===== src/rtl/matrix_operand_loader_pkg.sv =====
// Shared types and default sizes for the matrix operand loader.
package matrix_operand_loader_pkg;

  localparam int DEF_DATA_W     = 8;
  localparam int DEF_ELEMS      = 4;
  localparam int DEF_REG_ADDR_W = 3;

  typedef enum logic [1:0] {
    ST_IDLE    = 2'd0,
    ST_LOAD_A  = 2'd1,
    ST_LOAD_B  = 2'd2,
    ST_PRESENT = 2'd3
  } state_t;

endpackage


===== src/rtl/matrix_operand_loader_pack_reg.sv =====
// Operand register written one byte lane at a time while elements stream in.
module operand_pack_reg #(
  parameter int DATA_W = 8,
  parameter int ELEMS  = 4,
  parameter int LANE_W = 2
) (
  input  logic                    clk,
  input  logic                    reset,
  input  logic                    we,
  input  logic [LANE_W-1:0]       lane,
  input  logic [DATA_W-1:0]       din,
  output logic [DATA_W*ELEMS-1:0] q
);

  always_ff @(posedge clk or negedge reset) begin
    if (!reset) begin
      q <= '0;
    end else if (we) begin
      q[lane*DATA_W +: DATA_W] <= din;
    end
  end

endmodule


===== src/rtl/matrix_operand_loader.sv =====
// Fetches A then B operands from the register file, one element per cycle, and
// presents them to the multiplier on a valid/ready handshake.
module matrix_operand_loader
  import matrix_operand_loader_pkg::*;
#(
  parameter int DATA_W     = DEF_DATA_W,
  parameter int ELEMS      = DEF_ELEMS,
  parameter int REG_ADDR_W = DEF_REG_ADDR_W
) (
  input  logic                    clk,
  input  logic                    reset,
  input  logic                    start,
  input  logic [REG_ADDR_W-1:0]   a_base,
  input  logic [REG_ADDR_W-1:0]   b_base,
  input  logic                    flush,
  output logic                    rd_en,
  output logic [REG_ADDR_W-1:0]   rd_addr,
  input  logic [DATA_W-1:0]       rd_data,
  input  logic                    wb_write,
  input  logic [REG_ADDR_W-1:0]   wb_destreg,
  input  logic [DATA_W-1:0]       wb_data,
  output logic [DATA_W*ELEMS-1:0] op_a,
  output logic [DATA_W*ELEMS-1:0] op_b,
  output logic                    op_valid,
  input  logic                    op_ready,
  output logic                    busy,
  output logic                    start_dropped,
  output state_t                  dbg_state
);

  localparam int IDX_W = (ELEMS > 1) ? $clog2(ELEMS) : 1;
  localparam logic [IDX_W-1:0] LAST_IDX = IDX_W'(ELEMS - 1);

  state_t                r_state, w_state_next;
  logic [IDX_W-1:0]      r_idx, w_idx_next;
  logic [REG_ADDR_W-1:0] r_a_base, r_b_base, w_base;
  logic                  r_start_dropped;
  logic                  w_loading, w_accept, w_launch, w_drop, w_bypass;
  logic                  w_we_a, w_we_b;
  logic [DATA_W-1:0]     w_byte;

  // Handshake: op_valid stays high with op_a/op_b stable until a cycle where
  // op_valid & op_ready is sampled high (and flush is low); that edge is the transfer.
  assign w_loading = (r_state == ST_LOAD_A) || (r_state == ST_LOAD_B);
  assign w_accept  = (r_state == ST_PRESENT) && op_ready && !flush;
  assign w_launch  = start && !flush && ((r_state == ST_IDLE) || w_accept);
  assign w_drop    = start && (r_state != ST_IDLE) && !w_accept;

  always_ff @(posedge clk or negedge reset) begin
    if (!reset) begin
      r_state <= ST_IDLE;
      r_idx   <= '0;
    end else begin
      r_state <= w_state_next;
      r_idx   <= w_idx_next;
    end
  end

  always_ff @(posedge clk or negedge reset) begin
    if (!reset) begin
      r_a_base        <= '0;
      r_b_base        <= '0;
      r_start_dropped <= 1'b0;
    end else begin
      r_start_dropped <= w_drop;
      if (w_launch) begin
        r_a_base <= a_base;
        r_b_base <= b_base;
      end
    end
  end

  always_comb begin
    w_state_next = r_state;
    w_idx_next   = r_idx;
    if (flush) begin
      w_state_next = ST_IDLE;
      w_idx_next   = '0;
    end else begin
      case (r_state)
        ST_IDLE: begin
          if (start) begin
            w_state_next = ST_LOAD_A;
            w_idx_next   = '0;
          end
        end
        ST_LOAD_A: begin
          if (r_idx == LAST_IDX) begin
            w_state_next = ST_LOAD_B;
            w_idx_next   = '0;
          end else begin
            w_idx_next = r_idx + IDX_W'(1);
          end
        end
        ST_LOAD_B: begin
          if (r_idx == LAST_IDX) begin
            w_state_next = ST_PRESENT;
            w_idx_next   = '0;
          end else begin
            w_idx_next = r_idx + IDX_W'(1);
          end
        end
        ST_PRESENT: begin
          if (w_accept) begin
            w_state_next = start ? ST_LOAD_A : ST_IDLE;
            w_idx_next   = '0;
          end
        end
        default: begin
          w_state_next = ST_IDLE;
          w_idx_next   = '0;
        end
      endcase
    end
  end

  // Register index wraps naturally in REG_ADDR_W bits.
  always_comb begin
    w_base        = (r_state == ST_LOAD_B) ? r_b_base : r_a_base;
    rd_en         = w_loading;
    rd_addr       = w_loading ? (w_base + REG_ADDR_W'(r_idx)) : '0;
    op_valid      = (r_state == ST_PRESENT);
    busy          = (r_state != ST_IDLE);
    start_dropped = r_start_dropped;
    dbg_state     = r_state;
  end

  // A write-back landing on the register being read wins over the stale file value.
  assign w_bypass = w_loading && wb_write && (wb_destreg == rd_addr);
  assign w_byte   = w_bypass ? wb_data : rd_data;
  assign w_we_a   = (r_state == ST_LOAD_A) && !flush;
  assign w_we_b   = (r_state == ST_LOAD_B) && !flush;

  operand_pack_reg #(.DATA_W(DATA_W), .ELEMS(ELEMS), .LANE_W(IDX_W)) u_pack_a (
    .clk   (clk),
    .reset (reset),
    .we    (w_we_a),
    .lane  (r_idx),
    .din   (w_byte),
    .q     (op_a)
  );

  operand_pack_reg #(.DATA_W(DATA_W), .ELEMS(ELEMS), .LANE_W(IDX_W)) u_pack_b (
    .clk   (clk),
    .reset (reset),
    .we    (w_we_b),
    .lane  (r_idx),
    .din   (w_byte),
    .q     (op_b)
  );

endmodule


===== config.mk =====
export PLATFORM = sky130hd
export DESIGN_NAME = matrix_operand_loader
export DESIGN_NICKNAME = d
export VERILOG_FILES = /design/src/rtl/matrix_operand_loader_pkg.sv /design/src/rtl/matrix_operand_loader_pack_reg.sv /design/src/rtl/matrix_operand_loader.sv
export SDC_FILE = /design/constraint.sdc
export NUM_CORES = 1
export LEC_CHECK = 0
export BUFFER_PORTS_ARGS = -buffer_cell sky130_fd_sc_hd__buf_2
export CAP_MARGIN = 20
export CORE_MARGIN = 2
export CORE_UTILIZATION = 35
export DETAILED_ROUTE_END_ITERATION = 12
export PLACE_DENSITY = 0.54
export SYNTH_ARGS = -nofsm -noshare
export SYNTH_HDL_FRONTEND = slang
export SYNTH_SLANG_ARGS = --single-unit

===== constraint.sdc =====
create_clock -name clk -period 3.7 [get_ports clk]
set_input_delay 0.185 -clock clk [delete_from_list [all_inputs] [get_ports clk]]
set_output_delay 0.185 -clock clk [all_outputs]
set_load 0.005 [all_outputs]

== Word level (Yosys, flattened, before mapping) ==
Index checks and enable logic that the tools add are counted.
Word-level totals
  register bits after elaboration: 75
  bits in latches: 0
  memory bits (writable): 0
  bits in read-only memories: 0
  bits of input ports: 31
  output and inout port bits: 73
  memories: 0
Cells by class
  add/sub/neg operators: 3
  $mul: 0
  divide/modulo/power cells: 0
  $lt $le $gt $ge: 0
  equality and inequality tests: 9
  shift operators: 2
  muxes and demuxes: 17
  bitwise gates (word level): 0
  reductions and logical operators: 19
Operators by type and width (number)
  $bwmux 32: 2
  $neg 5->34: 1
  $shift 8x34->32 const A: 1
  $shiftx 8x34->32: 1
  $mux 2: 9
  $logic_and 1x1->1: 10
  $ne 3x2->1 const B: 3
  $mux 8: 1
  $pmux 2 s4: 1
  $eq 2x2->1 const B: 3
  $mux 3: 2
  $pmux 2 s3: 1
  $reduce_and 4->1: 1
  $add 3x2->3: 1
  $eq 3x3->1: 1
  $ne 3x3->1 const B: 1
  $add 2x1->2 const B: 1
  $eq 2x1->1 const B: 1
  $logic_not 1->1: 2
  $logic_not 2->1: 1
  $logic_or 1x1->1: 2
  $reduce_and 2->1: 1
  $reduce_bool 2->1: 1
  $reduce_or 2->1: 1
  $mux 1: 1

== Longest topological paths before layout ==
Gate-level depths: netlist of the first run.
  depth after elaboration: 9
  gate-level depth with buffers: 12

== Modules after synthesis ==
Synthesis of the first run repeated with hierarchy kept, for this count alone.
Unflattened totals
  cell total of the unflattened synthesis: 293
  area, all modules: 3693.5 um2
Modules (own cells, without submodules)
  operand_pack_reg (u_pack_b): times used 1, cells each 127, area each 1532.7 um2, sequential area each 800.8 um2
  operand_pack_reg (u_pack_a): times used 1, cells each 91, area each 1350.0 um2, sequential area each 800.8 um2
  matrix_operand_loader: times used 1, cells each 75, area each 810.8 um2, sequential area each 275.3 um2

== Worst setup path after synthesis of the first run ==
No wires, ideal clock.
  path kind: reg2reg
  from: reg r_state[0] (netlist: dbg_state[0])
  to: reg u_pack_a.q[0]
  library setup time: 80 ps
  arrival: 2796 ps
  required time: 3620 ps
  slack: 823 ps
  stages on the path, launching flop included: 13
  buffers on the path: 3
  period minus slack after synthesis: 2877 ps
  cell sequence: dfrtp_1 -> inv_1 -> ha_1 -> buf_4 -> mux2_2 -> ha_1 -> fa_1 -> xor2_1 -> nor3_1 -> buf_2 -> clkbuf_1 -> nand4_1 -> o211ai_2
On the way
  word-level cells in the longest chain between the ends: 9
  elaborated cells between the ends (all ways): 13
RTL lines
  start: declaration: RTL line matrix_operand_loader.sv:34  | state_t r_state, w_state_next;
  start signal: assignment: RTL line matrix_operand_loader.sv:54  | r_state <= w_state_next;
  $eq 2x2->1: RTL line matrix_operand_loader.sv:44, matrix_operand_loader.sv:119
  $mux 3: RTL line matrix_operand_loader.sv:119  | w_base = (r_state == ST_LOAD_B) ? r_b_base : r_a_base;
  $add 3x2->3: RTL line matrix_operand_loader.sv:121  | rd_addr = w_loading ? (w_base + REG_ADDR_W'(r_idx)) : '0;
  $mux 3: RTL line matrix_operand_loader.sv:121
  $eq 3x3->1: RTL line matrix_operand_loader.sv:129  | assign w_bypass = w_loading && wb_write && (wb_destreg == rd_addr);
  $logic_and 1x1->1: RTL line matrix_operand_loader.sv:129
  $mux 8: RTL line matrix_operand_loader.sv:130  | assign w_byte = w_bypass ? wb_data : rd_data;
  $shiftx 8x34->32: RTL line matrix_operand_loader_pack_reg.sv:19  | q[lane*DATA_W +: DATA_W] <= din;
  $bwmux 32: RTL line matrix_operand_loader_pack_reg.sv:19
  end signal: indexed assignment: RTL line matrix_operand_loader_pack_reg.sv:19
  end: declaration: RTL line matrix_operand_loader_pack_reg.sv:12  | output logic [DATA_W*ELEMS-1:0] q
Several ways; a longest one is shown, not always the timed one.
A chain may end at the register's enable or synchronous reset.

== Final worst setup path of the first run ==
  from: reg r_state[0] (netlist: dbg_state[0])
  to: reg u_pack_a.q[27]
Same word-level chain as after synthesis.

==> flow_summary.toml, run 1 <==
[power]
p_switching_mw = 1.301
cellLeakagePower_nw = 2.668
irDropWorstVdd_uv = 538.0
clock_power_share_pct = 29.3
total_power_mw = 3.341
pwr-share-seq_pct = 31.6
power_density_nw_per_um2 = 622.2
combPwrFrac_pct = 39.1
p_int_mw = 2.040
switching_share_pct = 38.93

[die]
die_x_um = 117.0
fp-row-count = 41
dieHeight_um = 117.0
core-area_um2 = 12520
fp.dieArea_um2 = 13680
initial_core_util_pct = 35.69
ios = 104

[sta]
setup_tns_ns = 0
max_freq_mhz = 315.2
max_slew_margin_pct = 35.38
setup_ws_ns = 0.5271
fin_skew_ns = 0.007649
worst_pin_slew_ns = 0.9657
drv_slew = 0
setup_viol = 0
hold_viol = 0
rsz0062_at_grt = "false"
fin_crit_sh_pct = 85.76
fin_crit_ns = 3.173

[yosys]
synth_area_leaders = "dfrtp_1 (42%), o211ai_2 (17%), nand2_1 (12%), nand4_1 (9.0%), ha_1 (2.8%)"
yosys.cell_count.top_type = "nand2_1"
ys_types = 34
synth_top_area_share_pct = 42.02
netlist_instances = 459
yosysTopAreaCell = "dfrtp_1"
syn_area_per_cell_um2 = 9.732
synth-edff-count = 0
netlist_area_um2 = 4467
async_flop_share_pct = 100.0
synth-seq-area-share_pct = 42.02
synth_seq_cells = 75
synth-main-ff-cell = "dfrtp_1"
synth_fp_nets = 501
ys_top_cells_by_count = "nand2_1 (137), dfrtp_1 (75), nand4_1 (64)"
ys.warnings.count = 0

[clocking]
cts_max_level = 3
clock_latency_ns = 0.34
cts.sinks = 75
clockBufferDepth = 2
tritoncts = "built"
cts_made_buffers = 9
cts_setup_buffers = 0
root_buffer = "clkbuf_16"
clk_pin_slew_ns = 0.06
cts-resized-gates = 0

[critical_path]
crit_chain = "inv_1, ha_1, mux2_2, ha_1, fa_1, xor2_1, nor3_2, buf_4, nand4_1, o211ai_2"
end_kind = "register"
cp_slowest_stage_delay_ns = 0.48
crit_fanout = 32
cp_data_required_time_ns = 3.95
crit_buf_inv = 2
worst_ep_arrival_time_ns = 3.43
crit_top_cell = "ha_1"
cp_top_family = "adder cells"
setup.worst_path.class = "register to register"
crit_slowest_cell = "fa_1"
cp-start-kind = "register"

[routing]
ant_nets = 0
drc = 0
drt_iter0_markers = 251
wl_mm = 13.69
wl_per_cell_um = 19.25
dr.pass1.iters = 4
num_vias = 3831
viasPerCell = 5.388

[global_route]
grt_max_degree = 34
antenna_found_initial = 0
grt_pass1_vias = 3704
grt.total_usage_pct = 20.50
grt_pass1_wl_mm = 21.00
overflow = 0

[placed_design]
globalplace.congestion = 0.7878
place_hpwl_mm = 9.215
port_buffers = 103
dpl-instance-area_um2 = 5031
place_ws_ns = 0.5228

[final_layout]
diodes = 0
layout-drive-gt1-share_pct = 38.78
area_growth_pct = 20.22
fill_cells = 1270
postLayoutCellArea_um2 = 5370
final_nets = 576

[hold_path]
hp-class = "primary input to register"

[status]
outcome = "complete, no violations"

[flow_run]
cap_viol_max_count = 0
worst paths after layout:
kind / start / end / slack (ns) / cells after the start
min: a_base[2] / r_a_base[2] / 0.08 / 2
max: dbg_state[0] / u_pack_a.q[27] / 0.53 / 10
max in group asynchronous: reset / r_a_base[0] / 2.56 / 3
min reg2reg: u_pack_a.q[19] / u_pack_a.q[19] / 0.48 / 2
max reg2reg: dbg_state[0] / u_pack_a.q[27] / 0.53 / 10
min in group asynchronous: reset / u_pack_b.q[17] / 0.33 / 2
area by class of cell:
type | count | area, um^2 | share of cell area (%)
Multi-Input combinational cell | 330 | 2316 | 43.13
Sequential cell | 75 | 1877 | 34.95
Timing Repair Buffer | 112 | 610.6 | 11.37
Clock buffer | 13 | 260.3 | 4.846
Tap cell | 172 | 215.2 | 4.007
Clock inverter | 3 | 68.82 | 1.281
Inverter | 6 | 22.52 | 0.4194
registers in the layout (all words and copies together), names as in the netlist:
register / count
u_pack_a.q: 32
u_pack_b.q: 32
r_a_base: 3
start_dropped: 1
r_b_base: 3
r_idx: 2
dbg_state: 2
power groups by stage:
| stage | Combinational [mW] | Clock, mW | Sequential (mW) |
|---|---|---|---|
| floorplan | 0.913 | 0 | 1.05 |
| global placement | 1.28 | 0 | 1.07 |
| detailed placement | 1.30 | 0 | 1.07 |
| CTS | 1.31 | 0.997 | 1.06 |
| global route | 1.43 | 1.03 | 1.07 |
| finish | 1.31 | 0.978 | 1.06 |
logic make-up after synthesis:
| family | after synthesis | share of synthesized area (%) |
|---|---|---|
| adder cells (fa/ha/maj) | 11 | 3.249 |
| AO/OA/AOI/OAI | 71 | 18.63 |
| multiplexers | 10 | 2.773 |
| buffers and inverters | 54 | 6.471 |
| XOR/XNOR | 5 | 0.9806 |
| flip-flops | 75 | 42.02 |
| AND/OR/NAND/NOR | 233 | 25.88 |
cell usage in the layout (no fill, tap or decap), drive strengths merged, types with 2 or more instances in the layout:
master and count:
o21ai 2, ha 10, mux2 9, bufinv 2, nand2b 2, inv 7
and2 4, a21oi 2, nor2 11, nand3b 9, clkbuf 13, xor2 2
nor3 2, nand4 64, buf 111, dfrtp 75, xnor2 3, nand2 137
o211ai 64, or3b 3
per-layer routing:
metal  up-vias  global-route usage [%]  share of wire [%]
li1       1795                       -                  -
met1      1858                   30.78                 46
met2       159                   29.29                 44
met3        19                   3.605                8.1
met4         0                   7.922                2.1
met5         -                       0                  0
per-stage QoR:
step / util, % / hold slack [ns] / std cells
3_3_place_gp: 40.19 / 0.1666 / 694
3_5_place_dp: 40.19 / 0.1710 / 694
2_1_floorplan: - / -0.1106 / 459
4_1_cts: 42.90 / 0.06691 / 711
6_report: 42.90 / 0.07628 / 711
5_1_grt: 42.90 / 0.07607 / 711
repair_timing:
| item | CTS | global route |
|---|---|---|
| hold buffers | 1 | 0 |
| endpoints found under the setup margin | 0 | 0 |
| hold endpoints to repair | 19 | 0 |
No activity file was read; power rests on OpenSTA's default activity.
==> run 2: changes to the inputs <==
--- a/config.mk
+++ b/config.mk
@@ -7,6 +7,7 @@
 export LEC_CHECK = 0
 export BUFFER_PORTS_ARGS = -buffer_cell sky130_fd_sc_hd__buf_2
 export CAP_MARGIN = 20
+export CORE_ASPECT_RATIO = 0.5
 export CORE_MARGIN = 2
 export CORE_UTILIZATION = 35
 export DETAILED_ROUTE_END_ITERATION = 12
==> run 2 against run 1 <==
Compared with the run above: maximum frequency is 0.55% lower; worst setup slack worse by 0.018 ns; power is 2.9% lower; critical path depth stayed put; cell count is 0.70% lower; flip-flop and latch count stayed put; clock power is 12% lower; register-to-register slack worse by 0.02 ns; count of clock-buffer cells in the layout is 3 lower; largest power group unchanged.
==> flow_summary.toml, run 2 (synthesis results as in run 1) <==
[status]
outcome = "complete, no violations"

[placed_design]
globalplace.congestion = 0.7858
place_inst = 689
port_buffers = 103
place_hpwl_mm = 8.737

[routing]
num_vias = 3843
viasPerCell = 5.443
met3_length_mm = 1.282
met1_length_mm = 6.292
wl_mm = 13.68
wl_per_cell_um = 19.37
drc = 0
drt_iter0_markers = 307
ant_nets = 0
wl_met2_mm = 5.975
maxUsedRoutingLayer = "met4"
dr.pass1.iters = 4

[clocking]
cts.sinks = 75
cts_max_level = 3
tritoncts = "built"
clk_pin_slew_ns = 0.06
root_buffer = "clkbuf_16"
clock_latency_ns = 0.33
cts-resized-gates = 0
cts_made_buffers = 9
clockBufferDepth = 2
cts_setup_buffers = 0
postCtsHoldBufs = 0

[global_route]
grt_pass1_wl_mm = 21.79
grt.total_usage_pct = 20.50
grt_max_degree = 76
overflow = 0
antenna_found_initial = 0
grt_pass1_vias = 3796

[sta]
fin_skew_ns = 0.009345
fin_crit_sh_pct = 86.23
fin_crit_ns = 3.190
drv_slew = 0
max_slew_margin_pct = 37.44
setup_viol = 0
hold_viol = 0
setup_tns_ns = 0
max_freq_mhz = 313.4
worst_pin_slew_ns = 0.9350
rsz0062_at_grt = "false"

[critical_path]
end_kind = "register"
crit_top_cell = "ha_1"
cp_data_required_time_ns = 3.90
cp-start-kind = "register"
r2r-start = "dbg_state[0]"
reg2reg_slack_ns = 0.51
crit_buf_inv = 2
crit_chain = "inv_1, ha_1, mux2_2, ha_1, fa_1, xor2_1, nor3_2, and2_4, buf_12, o211ai_2"
worst_ep_arrival_time_ns = 3.39
crit_slowest_cell = "fa_1"
cp_top_family = "adder cells"
worstSetupPathDepth = 10
timing.rr.end = "u_pack_a.q[26]"
setup.worst_path.start = "dbg_state[0]"
cp_slowest_stage_delay_ns = 0.48
crit_fanout = 58
setup.worst_path.end = "u_pack_a.q[26]"
setup.worst_path.class = "register to register"
rr_worst_depth = 10

[final_layout]
final_nets = 574
seq_area_um2 = 1877
stdcell_count = 706
area_growth_pct = 19.33
diodes = 0
multi_input_area_um2 = 2316
layout_common_cells = "nand2_1 (137), buf_2 (102), dfrtp_1 (75)"
layout_commonest_cell = "nand2_1"
layout-drive-gt1-share_pct = 38.62
fill_cells = 1282
largestRegisters = "u_pack_a.q (32), u_pack_b.q (32)"

[die]
die_x_um = 163.8
fp.dieArea_um2 = 13740
fp-row-count = 29
initial_core_util_pct = 35.58
dieHeight_um = 83.88
core-area_um2 = 12550
ios = 104

[power]
cellLeakagePower_nw = 2.641
power_density_nw_per_um2 = 608.7
irDropWorstVdd_uv = 404.0

[hold_path]
hp-class = "primary input to register"

[flow_run]
cap_viol_max_count = 0
[run 2: worst register-to-register path: cells and delay by family, from the launching register on]
kind	cells	cell delay [ns]
simple gates	2	0.53
mux	1	0.34
flops	1	0.45
xor+xnor	1	0.17
buf+inv	2	0.47
compound gates	1	0.21
fa+ha+maj	3	0.88
[run 2: worst min path at each step]
stage,start,to,cells past startpoint,slack (ns)
after global routing,b_base[0],r_b_base[0],2,0.09
final,a_base[2],r_a_base[2],2,0.09
after detailed placement,reset,r_b_base[0],1,0.42
after CTS,reset,r_b_base[0],1,0.07
after floorplan,reset,dbg_state[0],0,-0.11
after global placement,a_base[2],r_a_base[2],2,0.42
[run 2: area by class of cell]
class / count / area share, %
Clock buffer: 10 / 4.296
Clock inverter: 5 / 1.033
Inverter: 6 / 0.4225
Multi-Input combinational cell: 330 / 43.45
Sequential cell: 75 / 35.21
Tap cell: 170 / 3.991
Timing Repair Buffer: 110 / 11.60
[run 2: power by group]
part | internal (mW) | total, mW | switching, mW
Combinational | 0.461 | 1.33 | 0.865
Clock | 0.517 | 0.864 | 0.347
Sequential | 0.951 | 1.05 | 0.103
[run 2: per-stage QoR]
stage	worst slack [ns]	hold WS [ns]	utilization (%)	power (mW)	instance area, um^2
detailed placement	0.5134	0.4216	39.89	2.385	5009
floorplan	0.8233	-0.1106	-	1.966	4467
finish	0.5095	0.08721	42.46	3.244	5330
global placement	0.6368	0.4224	39.89	2.379	5009
global route	0.3663	0.08504	42.46	3.443	5330
CTS	0.5122	0.06626	42.16	3.261	5293
[run 2: layer usage]
layer / vias up / track usage, %
li1: 1783 / -
met1: 1933 / 29.95
met2: 117 / 30.18
met3: 10 / 5.614
met4: 0 / 4.386
met5: - / 0
